`config.mk`:
```
export PLATFORM = sky130hd
export DESIGN_NAME = rise_event_arbiter
export DESIGN_NICKNAME = d
export VERILOG_FILES = /design/src/rtl/rise_event_arbiter.sv
export SDC_FILE = /design/constraint.sdc
export NUM_CORES = 1
export LEC_CHECK = 0
export CAP_MARGIN = 20
export CORE_ASPECT_RATIO = 1.1
export CORE_MARGIN = 3
export CORE_UTILIZATION = 37
export DETAILED_ROUTE_END_ITERATION = 16
export GPL_TIMING_DRIVEN = 0
export SLEW_MARGIN = 20
export SYNTH_ARGS = -nofsm -noshare
export SYNTH_HDL_FRONTEND = slang
export SYNTH_SLANG_ARGS = --single-unit
```
`constraint.sdc`:
```
create_clock -name clk -period 3.9 [get_ports clk]
set_clock_uncertainty 0.15 [all_clocks]
set_input_delay 0.39 -clock clk [delete_from_list [all_inputs] [get_ports clk]]
set_output_delay 0.39 -clock clk [all_outputs]
set_load 0.005 [all_outputs]
```
`src/rtl/rise_event_arbiter.sv`:
```
// Rising-edge event detector with a round-robin report channel.
// Each input rise becomes a pending event offered one at a time over a valid/ready handshake.
module rise_event_arbiter #(
  parameter int N     = 4,
  parameter int CNT_W = 8
) (
  input  logic                 clk,
  input  logic                 rst,
  input  logic [N-1:0]         a,
  output logic                 evt_valid,
  input  logic                 evt_ready,
  output logic [$clog2(N)-1:0] evt_id,
  output logic [N-1:0]         ovf,
  input  logic [N-1:0]         ovf_clr,
  output logic [CNT_W-1:0]     evt_cnt
);

  localparam int IW = $clog2(N);
  localparam logic [IW-1:0] LAST_IDX = IW'(N - 1);

  typedef enum logic {
    IDLE,
    OFFER
  } state_t;

  state_t            state_reg;
  logic [N-1:0]      prev_a_reg;
  logic [N-1:0]      pending_reg;
  logic [N-1:0]      pending_next;
  logic [N-1:0]      ovf_reg;
  logic [N-1:0]      ovf_next;
  logic [N-1:0]      rise;
  logic [N-1:0]      clr_vec;
  logic              evt_valid_reg;
  logic [IW-1:0]     evt_id_reg;
  logic [IW-1:0]     last_grant_reg;
  logic [CNT_W-1:0]  evt_cnt_reg;
  logic              handshake;
  logic              grant_found;
  logic [IW-1:0]     grant_idx;
  logic [IW:0]       cand_sum [N];
  logic [IW-1:0]     cand_idx [N];

  assign handshake = evt_valid_reg & evt_ready;

  // Per-signal bookkeeping: a new rise always wins over a same-cycle clear.
  generate
    for (genvar gi = 0; gi < N; gi++) begin : g_bit
      assign rise[gi]         = a[gi] & ~prev_a_reg[gi];
      assign clr_vec[gi]      = handshake && (evt_id_reg == IW'(gi));
      assign pending_next[gi] = (pending_reg[gi] & ~clr_vec[gi]) | rise[gi];
      assign ovf_next[gi]     = (rise[gi] & pending_reg[gi] & ~clr_vec[gi])
                              | (ovf_reg[gi] & ~ovf_clr[gi]);
    end
  endgenerate

  // Candidate k is the k-th index after last_grant, wrapped modulo N.
  generate
    for (genvar gi = 0; gi < N; gi++) begin : g_cand
      assign cand_sum[gi] = {1'b0, last_grant_reg} + (IW + 1)'(gi + 1);
      assign cand_idx[gi] = (cand_sum[gi] >= (IW + 1)'(N))
                          ? IW'(cand_sum[gi] - (IW + 1)'(N))
                          : IW'(cand_sum[gi]);
    end
  endgenerate

  // Scan from the farthest candidate back so the nearest pending one wins.
  always_comb begin
    grant_found = 1'b0;
    grant_idx   = '0;
    for (int k = N - 1; k >= 0; k--) begin
      if (pending_reg[cand_idx[k]]) begin
        grant_found = 1'b1;
        grant_idx   = cand_idx[k];
      end
    end
  end

  always_ff @(posedge clk or negedge rst) begin
    if (!rst) begin
      prev_a_reg  <= '0;
      pending_reg <= '0;
      ovf_reg     <= '0;
    end else begin
      prev_a_reg  <= a;
      pending_reg <= pending_next;
      ovf_reg     <= ovf_next;
    end
  end

  always_ff @(posedge clk or negedge rst) begin
    if (!rst) begin
      state_reg      <= IDLE;
      evt_valid_reg  <= 1'b0;
      evt_id_reg     <= '0;
      last_grant_reg <= LAST_IDX;
      evt_cnt_reg    <= '0;
    end else begin
      case (state_reg)
        IDLE: begin
          if (grant_found) begin
            evt_id_reg    <= grant_idx;
            evt_valid_reg <= 1'b1;
            state_reg     <= OFFER;
          end
        end
        OFFER: begin
          if (evt_ready) begin
            last_grant_reg <= evt_id_reg;
            evt_valid_reg  <= 1'b0;
            state_reg      <= IDLE;
            if (evt_cnt_reg != {CNT_W{1'b1}}) begin
              evt_cnt_reg <= evt_cnt_reg + CNT_W'(1);
            end
          end
        end
      endcase
    end
  end

  assign evt_valid = evt_valid_reg;
  assign evt_id    = evt_id_reg;
  assign ovf       = ovf_reg;
  assign evt_cnt   = evt_cnt_reg;

endmodule
```
==> results of run 1 <==
-- cell type report --
cell class              count  area, um2
repair buffers             26        255
clock buffers               4       36.3
multi-input cells          66        494
inverters                   8       30.0
plain buffers               1       7.51
well taps                  33       41.3
fillers                   282       1390
flip-flops and latches     26        653
-- power groups by stage --
stage / registers, mW / logic (mW) / clock network [mW]
after floorplan: 0.443 / 0.159 / 0
after global placement: 0.456 / 0.308 / 0
after detailed placement: 0.459 / 0.311 / 0
after CTS: 0.453 / 0.313 / 0.146
after global routing: 0.469 / 0.346 / 0.154
final: 0.455 / 0.308 / 0.138
-- per-layer routing --
metal,up-vias,part of all wire,GRT usage
li1,424,-,-
met1,414,0.46,0.170
met2,24,0.48,0.215
met3,4,0.050,0.0196
met4,0,0.011,0.0499
met5,-,0,0
-- worst min-delay path by stage --
stage | from | to | slack [ns] | cells after the start
2_1_floorplan | rst | evt_cnt[0] | -0.06 | 0
3_3_place_gp | last_grant_reg[0] | last_grant_reg[0] | 0.33 | 2
3_5_place_dp | rst | evt_cnt[3] | 0.28 | 1
4_1_cts | a[3] | prev_a_reg[3] | 0.35 | 1
5_1_grt | a[1] | prev_a_reg[1] | 0.35 | 1
6_report | last_grant_reg[0] | last_grant_reg[0] | 0.37 | 2
-- tightest hold or removal path: stages (launching register included) --
cell and delay, ns:
dfstp_2 0.41, nand2_1 0.05, o21ai_0 0.07
-- cell families after synthesis --
logic type / Yosys count
mux: 6
fa+ha+maj: 1
flops: 26
xor+xnor: 3
compound gates: 26
buf+inv: 9
simple gates: 30
-- layout by cell type (no fill, tap or decap), types with 3 or more instances in the layout --
cell type	count
dfrtp_1	24
clkdlybuf4s50_1	24
nand2_1	8
inv_1	7
nand2b_1	7
o22ai_1	4
nor2_1	4
mux2i_1	3
o21a_1	3
o21ai_0	3
xnor2_1	3
clkbuf_4	3
-- repair_timing --
action	CTS	global route
hold buffers	1	0
endpoints found under the hold margin	24	0
gates resized for setup	0	0
==> impl_results.md, run 1 <==
- Die width: 60.0 um
- Switch share: 0.336
- Pre-antenna DRT Iters: 4
- Internal: 0.598 mW
- Critical path's slowest cell: clkdlybuf4s50_1
- Slew margin rel.: 0.619
- Nets: 144
- # placed instances: 159
- Worst-path clk slew: 0.14 ns
- Post-route clock period utilization: 0.488
- Finish-stage setup viols: 0
- Post-synthesis adder-cell area fraction: 0.0106
- Global-route wire length before repair: about 4000 um
- Slowest cell delay on critical path: 0.54 ns
- Critical Path Fanout Max: 8
- Crit path buf inv count: 1
- TritonCTS clock tree: done
- Switching power: 0.303 mW
- Cell area after synthesis: 1180 um2
- Synth Warn #: 0
- Residual DRC: 0
- Slew Limit Fails: 0
- Worst EP required: 3.36 ns
- DIE HEIGHT: 65.4 um
- Design Power: about 0.9 mW
- Post-DP HPWL: approximately 1700 um
- Leak: 0.613 nW
- Hold Vio Cnt, Final: 0
- Largest family of logic cells by synthesized area: compound AO/OA/AOI/OAI gates
- Compound-gate portion of the synthesized area: 0.170
- Starting density of the core: 0.408
- Worst slew pin tran: 0.572 ns
- Critical Path Sink: evt_cnt[2]
- Clk pwr share: 0.153
- Post-Synthesis Cells: just over 100
- Grt total ovfl: 0
- Min Clock Period, post-route: 1.90 ns
- Post-synthesis mux area share: 0.0570
- Final ANT Viol Nets: 0
- Worst-case vdd ir drop: 0.000303 V
- PD cells: 593 nW/um2
- Netlist cell types: 37
- IO Pins: 26
- List of most frequent post-synthesis cells: dfrtp_1 (24), nand2_1 (8), inv_1 (7), nand2b_1 (7)
- Syn nets: 113
- RSZ-0062 raised after global routing: no
- P&R area growth vs syn: 28.1%
- Post-CTS Setup Bufs: 0
- Post-layout util: 0.523
- Area contributors post-synth: dfrtp_1 (51%), dfstp_2 (4.4%), nand2b_1 (3.7%), mux2i_1 (2.5%), nand2_1 (2.5%)
- Via count: 866
- Worst path depth: 1
- Die area: 3920 um2
- Outcome: finished clean
- Most used DFF post-synth: dfrtp_1
- GRT Util Overall: 0.131
- Core Area: 2900 um2
- CP Capture Type: primary output
- Top-count cell post-synth: dfrtp_1
- Worst-case clock buffer depth: 2
- Crit. Startpoint: evt_cnt[2]
- Hold slack: 0.365 ns
- Synth top area share: 0.507
- Max Cap Viol: 0
- Final Wtd Congestion: 0.778
- #FFs+latches synth: 26
- CP Launch Type: flop
- Clock sink count: 26
- Vias per cell: between 5 and 6
- Setup Crit Path Kind: reg -> out
- Number of global-route vias before repair: slightly below 900
- Crit Reg-Reg Endpoint: evt_cnt[1]
- Delay-heaviest family, CP: buffers and inverters
- Synth Area in Simple Gates: 0.157
- Final setup TNS: 0 ns
- Top cell type by total area after synthesis: dfrtp_1
- Critical path arrival: about 1.4 ns
- Comb power frac: 0.342
- Number of synthesized flops with an enable pin: 0
- Final cell count without fillers: between 150 and 200
- Worst skew pair latency: 0.32 ns
- Reg-to-Reg Start: evt_cnt[0]
- Layout cells sized above 1: 0.145
- FMAX: 0.526 GHz
- Buffers on Ports: 25
- CTS buffer count: 3
- Register-to-register setup slack: 2.26 ns
- Synth Area in XOR/XNOR: 0.0222
- Largest net degree at the start of global routing: 27
- Final instance area: around 1500 um2
- Syn avg cell area: 11.7 um2
- Hold WC Path Type: reg -> reg
- H-tree depth: 1
- Clk Tree Root Cell: clkbuf_4
- Num rows: 20
- Final WS setup: ~2.0 ns
- Async set-or-reset flop fraction in the synthesized netlist: 1.00
- Worst R2R Path Depth: 4
- CP cell instances: clkdlybuf4s50_1
- Routed wire length: 2300 um
- Setup WS pre-CTS: 1.93 ns
- Max reg flops: 8
- Initial antenna violation count: 0
- Sequential share of the synthesized area: 0.551
- Post-Place Cell Area: 1470 um2
- Drt wl/cell: 14.0 um
- Starting DRT DRC Count: 19
- Antenna Cells: 0
- Flop pwr share: 0.505
(Power assumes the default switching activity.)
==> run 2, diff against run 1 <==
==> constraint.sdc (replaced) <==
create_clock -name clk -period 1.65 [get_ports clk]
set_clock_uncertainty 0.15 [all_clocks]
set_input_delay 0.165 -clock clk [delete_from_list [all_inputs] [get_ports clk]]
set_output_delay 0.165 -clock clk [all_outputs]
set_load 0.005 [all_outputs]
==> run 2 against run 1 <==
Effect of this change: count of clock-buffer cells in the layout did not move; clock power up 140%; setup slack worse by 2.0 ns; final cell count grew 4.3%; wire length rose by 4.7%; total power grew to 2.5 times the previous value; critical path type unchanged.
==> impl_results.md, run 2 (synthesis results as in run 1) <==
- Crit path buf inv count: 1 (unchanged)
- Residual DRC: 0 (unchanged)
- Commonest non-fill, non-tap cells in the layout: clkdlybuf4s50_1 (22), dfrtp_1 (20), nand2_1 (8), buf_4 (8)
- Hold Vio Cnt, Final: 0 (unchanged)
- Via count: 899 (+3.8%)
- CP Capture Type: primary output
- Slew margin rel.: 0.613 (-0.00534)
- Vias per cell: 5.26 (-0.44%)
- Core Area: 2900 um2 (unchanged)
- Switching power: 0.763 mW (+150%)
- Delay-heaviest family, CP: buffers and inverters
- Critical path's slowest cell: clkdlybuf4s50_1
- Post-DP HPWL: 1660 um (unchanged)
- # placed instances: 159 (unchanged)
- Switch share: 0.334 (-0.00181)
- Post-route clock period utilization: 0.972
- IO Pins: 26 (unchanged)
- Worst R2R Path Depth: 4 (unchanged)
- Worst-path clk slew: 0.15 ns (about the same)
- Clock sink count: 26 (unchanged)
- Worst EP required: 1.33 ns (-2.03 ns)
- H-tree depth: 1 (unchanged)
- Final ANT Viol Nets: 0 (unchanged)
- Routed wire length: 2400 um (+4.7%)
- Layout cells sized above 1: 0.225 (+0.0796)
- Global-route wire length before repair: 3980 um (+0.53%)
- Nets: 151 (+4.9%)
- Worst-case vdd ir drop: 0.000709 V (+130%)
- Hold Crit Depth: 1 (-1)
- Finish-stage setup viols: 0 (unchanged)
- Clk Tree Root Cell: clkbuf_4
- RSZ-0062 raised after global routing: no
- Max reg flops: 8 (unchanged)
- Design Power: 2.28 mW (+150%)
- Comb power frac: 0.394 (+0.052)
- Clk pwr share: 0.146 (-0.007)
- PD cells: 1430 nW/um2 (+140%)
- Drt wl/cell: 14.1 um (+0.38%)
- P&R area growth vs syn: 34.3%
- Num rows: 20 (unchanged)
- Register-to-register setup slack: 0.11 ns (-2.15 ns)
- Final Wtd Congestion: 0.778 (unchanged)
- Critical path arrival: 1.29 ns (-0.07 ns)
- Number of global-route vias before repair: 874 (-0.23%)
- TritonCTS clock tree: done
- Grt total ovfl: 0 (unchanged)
- CTS buffer count: 3 (unchanged)
- Largest net degree at the start of global routing: 27 (unchanged)
- Starting DRT DRC Count: 27 (+8)
- DIE HEIGHT: 65.4 um (unchanged)
- Die area: 3920 um2 (unchanged)
- Die width: 60.0 um (unchanged)
- GRT Util Overall: 0.132 (+0.000754)
- Buffers on Ports: 25 (unchanged)
- CP cell instances: clkdlybuf4s50_1
- Setup Crit Path Kind: reg -> out
- Pre-antenna DRT Iters: 4 (unchanged)
- Critical Path Fanout Max: 6 (-2)
- Commonest non-fill, non-tap cell in the layout: clkdlybuf4s50_1
- Hold WC Path Type: in -> reg
- Initial antenna violation count: 0 (unchanged)
- Final setup TNS: 0 ns (unchanged)
- Min Clock Period, post-route: 1.60 ns
- Final cell count without fillers: 171 (+4.3%)
- Starting density of the core: 0.408 (unchanged)
- Internal: 1.52 mW (+150%)
- Slew Limit Fails: 0 (unchanged)
- Worst slew pin tran: 0.580 ns (+0.00801 ns)
- Flop pwr share: 0.460 (-0.045)
- Max Cap Viol: 0 (unchanged)
- Slowest cell delay on critical path: 0.52 ns (-0.02 ns)
- Worst-case clock buffer depth: 2 (unchanged)
- Worst path depth: 1 (unchanged)
- FMAX: 0.623 GHz
- Outcome: finished clean
- CP Launch Type: flop
- Antenna Cells: 0 (unchanged)
- Leak: 0.651 nW (+6.2%)
- Worst skew pair latency: 0.33 ns (about the same)
[run 2: cell types whose count changed in the layout (fill, tap and decap cells not counted), sizes merged]
cell and change:
buf +7, clkdlybuf4s50 -2, dlymetal6s2s +2
[run 2: timing repair]
item / 4_1_cts / 5_1_grt
setup buffers: 0 / 7
resized for setup: 3 / 5
hold endpoints to repair: 24 / 0
hold buffers: 1 / 0
setup endpoints to repair: 3 / 7
pin swaps: 0 / 0
[run 2: area by class of cell]
class                      count  area, um2
fill                         276       1310
sequential                    26        658
multi-input combinational     66        505
timing repair buffer          33        313
tap                           33       41.3
clock buffer                   4       36.3
inverter                       8       30.0
buffer                         1       7.51
[run 2: power groups by stage]
stage | Clock [mW] | Sequential [mW] | Combinational, mW
final | 0.334 | 1.05 | 0.899
after global routing | 0.370 | 1.08 | 0.995
after CTS | 0.345 | 1.08 | 0.740
after detailed placement | 0 | 1.08 | 0.734
after global placement | 0 | 1.08 | 0.729
after floorplan | 0 | 1.05 | 0.375
[run 2: routing by layer]
layer	wire length (um)	share of wire	vias to the layer above	global-route usage
li1	-	-	437	-
met2	1160	0.48	26	0.216
met1	1110	0.46	432	0.171
met3	114	0.047	4	0.0196
met5	0	0	-	0
met4	25	0.010	0	0.0499
[run 2: worst paths after layout]
| check | startpoint | end |
|---|---|---|
| setup / recovery | evt_id[1] | evt_id[1] |
| hold / removal | a[3] | prev_a_reg[3] |
| setup reg to reg | evt_cnt[0] | evt_cnt[6] |
| hold reg to reg | last_grant_reg[0] | last_grant_reg[0] |
| max in group asynchronous | rst | evt_id[1] |
| min in group asynchronous | rst | evt_cnt[7] |
[run 2: metrics by stage]
| step | setup WS (ns) | util | hold WS, ns | cell area, um2 |
|---|---|---|---|---|
| floorplan | 0.164 | - | -0.281 | 1180 |
| global placement | -0.0974 | 0.509 | 0.334 | 1480 |
| detailed placement | -0.0929 | 0.507 | 0.0568 | 1470 |
| CTS | 0.00257 | 0.524 | 0.122 | 1520 |
| global route | 0.00648 | 0.548 | 0.120 | 1590 |
| finish | 0.0459 | 0.548 | 0.132 | 1590 |
==> run 3, diff against run 2 <==
--- a/config.mk
+++ b/config.mk
@@ -8,9 +8,10 @@
 export CAP_MARGIN = 20
 export CORE_ASPECT_RATIO = 1.1
 export CORE_MARGIN = 3
-export CORE_UTILIZATION = 37
+export CORE_UTILIZATION = 44
 export DETAILED_ROUTE_END_ITERATION = 16
 export GPL_TIMING_DRIVEN = 0
+export PLACE_DENSITY = 0.74
 export SLEW_MARGIN = 20
 export SYNTH_ARGS = -nofsm -noshare
 export SYNTH_HDL_FRONTEND = slang
==> run 3 against run 2 <==
Effect of this change: sequential power about the same; cell area decreased by 0.63%; via count increased by 3.2%; first-iteration DRC count decreased by 11%; sequential share of layout area increased by 0.34 points.
==> impl_results.md, run 3 (synthesis results as in run 1) <==
- Crit Reg-Reg Endpoint: evt_cnt[1]
- Register-to-register setup slack: 0.10 ns (about the same)
- Hold WC Path Type: in -> reg
- Setup Crit Path Kind: reg -> out
- Post-DP HPWL: 1710 um (+2.7%)
- Buffers on Ports: 25 (unchanged)
- Die width: 55.5 um (-7.5%)
- Final ANT Viol Nets: 0 (unchanged)
- Clock sink count: 26 (unchanged)
- GRT Util Overall: 0.162 (+0.0304)
- Finish-stage setup viols: 0 (unchanged)
- TritonCTS clock tree: done
- Hold slack: 0.138 ns (+0.00582 ns)
- Final instance area: 1580 um2 (-0.63%)
- Post-route clock period utilization: 0.957 (-0.0148)
- Clk Tree Root Cell: clkbuf_4
- Post-Place Cell Area: 1470 um2 (-0.17%)
- Worst R2R Path Depth: 4 (unchanged)
- Commonest non-fill, non-tap cell in the layout: clkdlybuf4s50_1
- Worst-case vdd ir drop: 0.000838 V (+18%)
- Worst path depth: 1 (unchanged)
- Critical path arrival: 1.26 ns (-0.03 ns)
- Slew Limit Fails: 0 (unchanged)
- CTS buffer count: 3 (unchanged)
- Starting DRT DRC Count: 24 (-11%)
- Layout cells sized above 1: 0.232 (+0.00725)
- FMAX: 0.633 GHz (+1.5%)
- DIE HEIGHT: 60.4 um (-7.5%)
- Global-route wire length before repair: 4210 um (+5.7%)
- Residual DRC: 0 (unchanged)
- Leak: 0.645 nW (-0.93%)
- Pre-antenna DRT Iters: 5 (+1)
- Multi-input gate area: 507 um2 (+0.25%)
- Nets: 151 (unchanged)
- Setup WS pre-CTS: -0.0548 ns (+0.0381 ns)
- CP Capture Type: primary output
- Core Area: 2540 um2 (-12%)
- # placed instances: 157 (-1.3%)
- Design Power: 2.27 mW (-0.63%)
- CP cell instances: clkdlybuf4s50_1
- Grt total ovfl: 0 (unchanged)
- Crit path buf inv count: 1 (unchanged)
- CP Launch Type: flop
- Critical path's slowest cell: clkdlybuf4s50_1
- Vias per cell: 5.49 (+4.4%)
- Fillers: 212 (-23%)
- Antenna Cells: 0 (unchanged)
- Starting density of the core: 0.466 (+0.0576)
- Worst-case clock buffer depth: 2 (unchanged)
- P&R area growth vs syn: 33.5%
- Register area: 659 um2 (+0.19%)
- Min Clock Period, post-route: 1.58 ns (-0.0244 ns)
- Outcome: finished clean
- H-tree depth: 1 (unchanged)
- Critical Path Fanout Max: 4 (-2)
- Final WS setup: 0.0703 ns (+0.0244 ns)
- Hold Vio Cnt, Final: 0 (unchanged)
- Worst slew pin tran: 0.562 ns (-0.0180 ns)
- Commonest non-fill, non-tap cells in the layout: clkdlybuf4s50_1 (22), dfrtp_1 (19), nand2_1 (8), buf_4 (8)
- Drt wl/cell: 15.1 um (+7.3%)
- Worst skew pair latency: 0.32 ns (about the same)
- Crit. Startpoint: evt_cnt[0]
- Final cell count without fillers: 169 (-1.2%)
- Die area: 3350 um2 (-14%)
- Final setup TNS: 0 ns (unchanged)
- Routed wire length: 2550 um (+6.1%)
- Number of global-route vias before repair: 980 (+12%)
- Final Wtd Congestion: 0.744 (-4.3%)
- Largest net degree at the start of global routing: 27 (unchanged)
- Initial antenna violation count: 0 (unchanged)
- Num rows: 19 (-5.0%)
- Max Cap Viol: 0 (unchanged)
- Slowest cell delay on critical path: 0.53 ns (about the same)
- RSZ-0062 raised after global routing: yes
- PD cells: 1430 nW/um2 (about the same)
- Post-layout util: 0.622 (+0.0735)
- Delay-heaviest family, CP: buffers and inverters
- Worst EP required: 1.33 ns (about the same)
- Reg-to-Reg Start: evt_cnt[1]
- Slew margin rel.: 0.625 (+0.0120)
- Worst-path clk slew: 0.14 ns (about the same)
- Max reg flops: 8 (unchanged)
- IO Pins: 26 (unchanged)
- Critical Path Sink: evt_cnt[0]
- Via count: 928 (+3.2%)
==> run 3: cell types whose count changed in the layout (fill, tap and decap cells not counted) <==
cell      before  now
clkbuf_8       1    0
and3_2         1    2
clkbuf_1       0    1
dfrtp_2        4    5
and3_1         1    0
dfrtp_1       20   19
==> run 3: how the worst min path moves through the flow <==
stage                                 start                end  slack, ns  cells past startpoint
after floorplan                         rst         evt_cnt[0]      -0.28                      0
after global placement    last_grant_reg[0]  last_grant_reg[0]       0.33                      2
after detailed placement                rst         evt_cnt[7]       0.04                      1
after CTS                              a[3]      prev_a_reg[3]       0.13                      1
after global routing                   a[3]      prev_a_reg[3]       0.12                      1
final                                  a[3]      prev_a_reg[3]       0.14                      1
==> run 3: per-layer routing <==
| metal | routed length (um) | share of wire | vias up | GRT usage |
|---|---|---|---|---|
| met5 | 0 | 0 | - | 0 |
| met4 | 76 | 0.030 | 0 | 0.101 |
| met3 | 150 | 0.059 | 9 | 0.0447 |
| met2 | 1280 | 0.50 | 39 | 0.289 |
| met1 | 1050 | 0.41 | 447 | 0.174 |
| li1 | - | - | 433 | - |
==> run 3: layout make-up <==
type,instances,area share
Buffer,1,0.00475
Timing Repair Buffer,33,0.198
Multi-Input combinational cell,66,0.320
Tap cell,31,0.0245
Inverter,8,0.0190
Sequential cell,26,0.417
Clock buffer,4,0.0166
==> run 3: what timing repair did <==
action	CTS	global route
endpoints found under the hold margin	24	0
hold buffers	1	0
buffers inserted	1	6
cloned	0	0
setup endpoints to repair	4	7
gates resized for setup	3	7
==> run 3: power by group <==
group / leakage (nW) / total [mW] / switching, mW / internal [mW]
Clock: 0.0150 / 0.281 / 0.186 / 0.0948
Combinational: 0.340 / 0.926 / 0.371 / 0.555
Sequential: 0.290 / 1.06 / 0.218 / 0.841
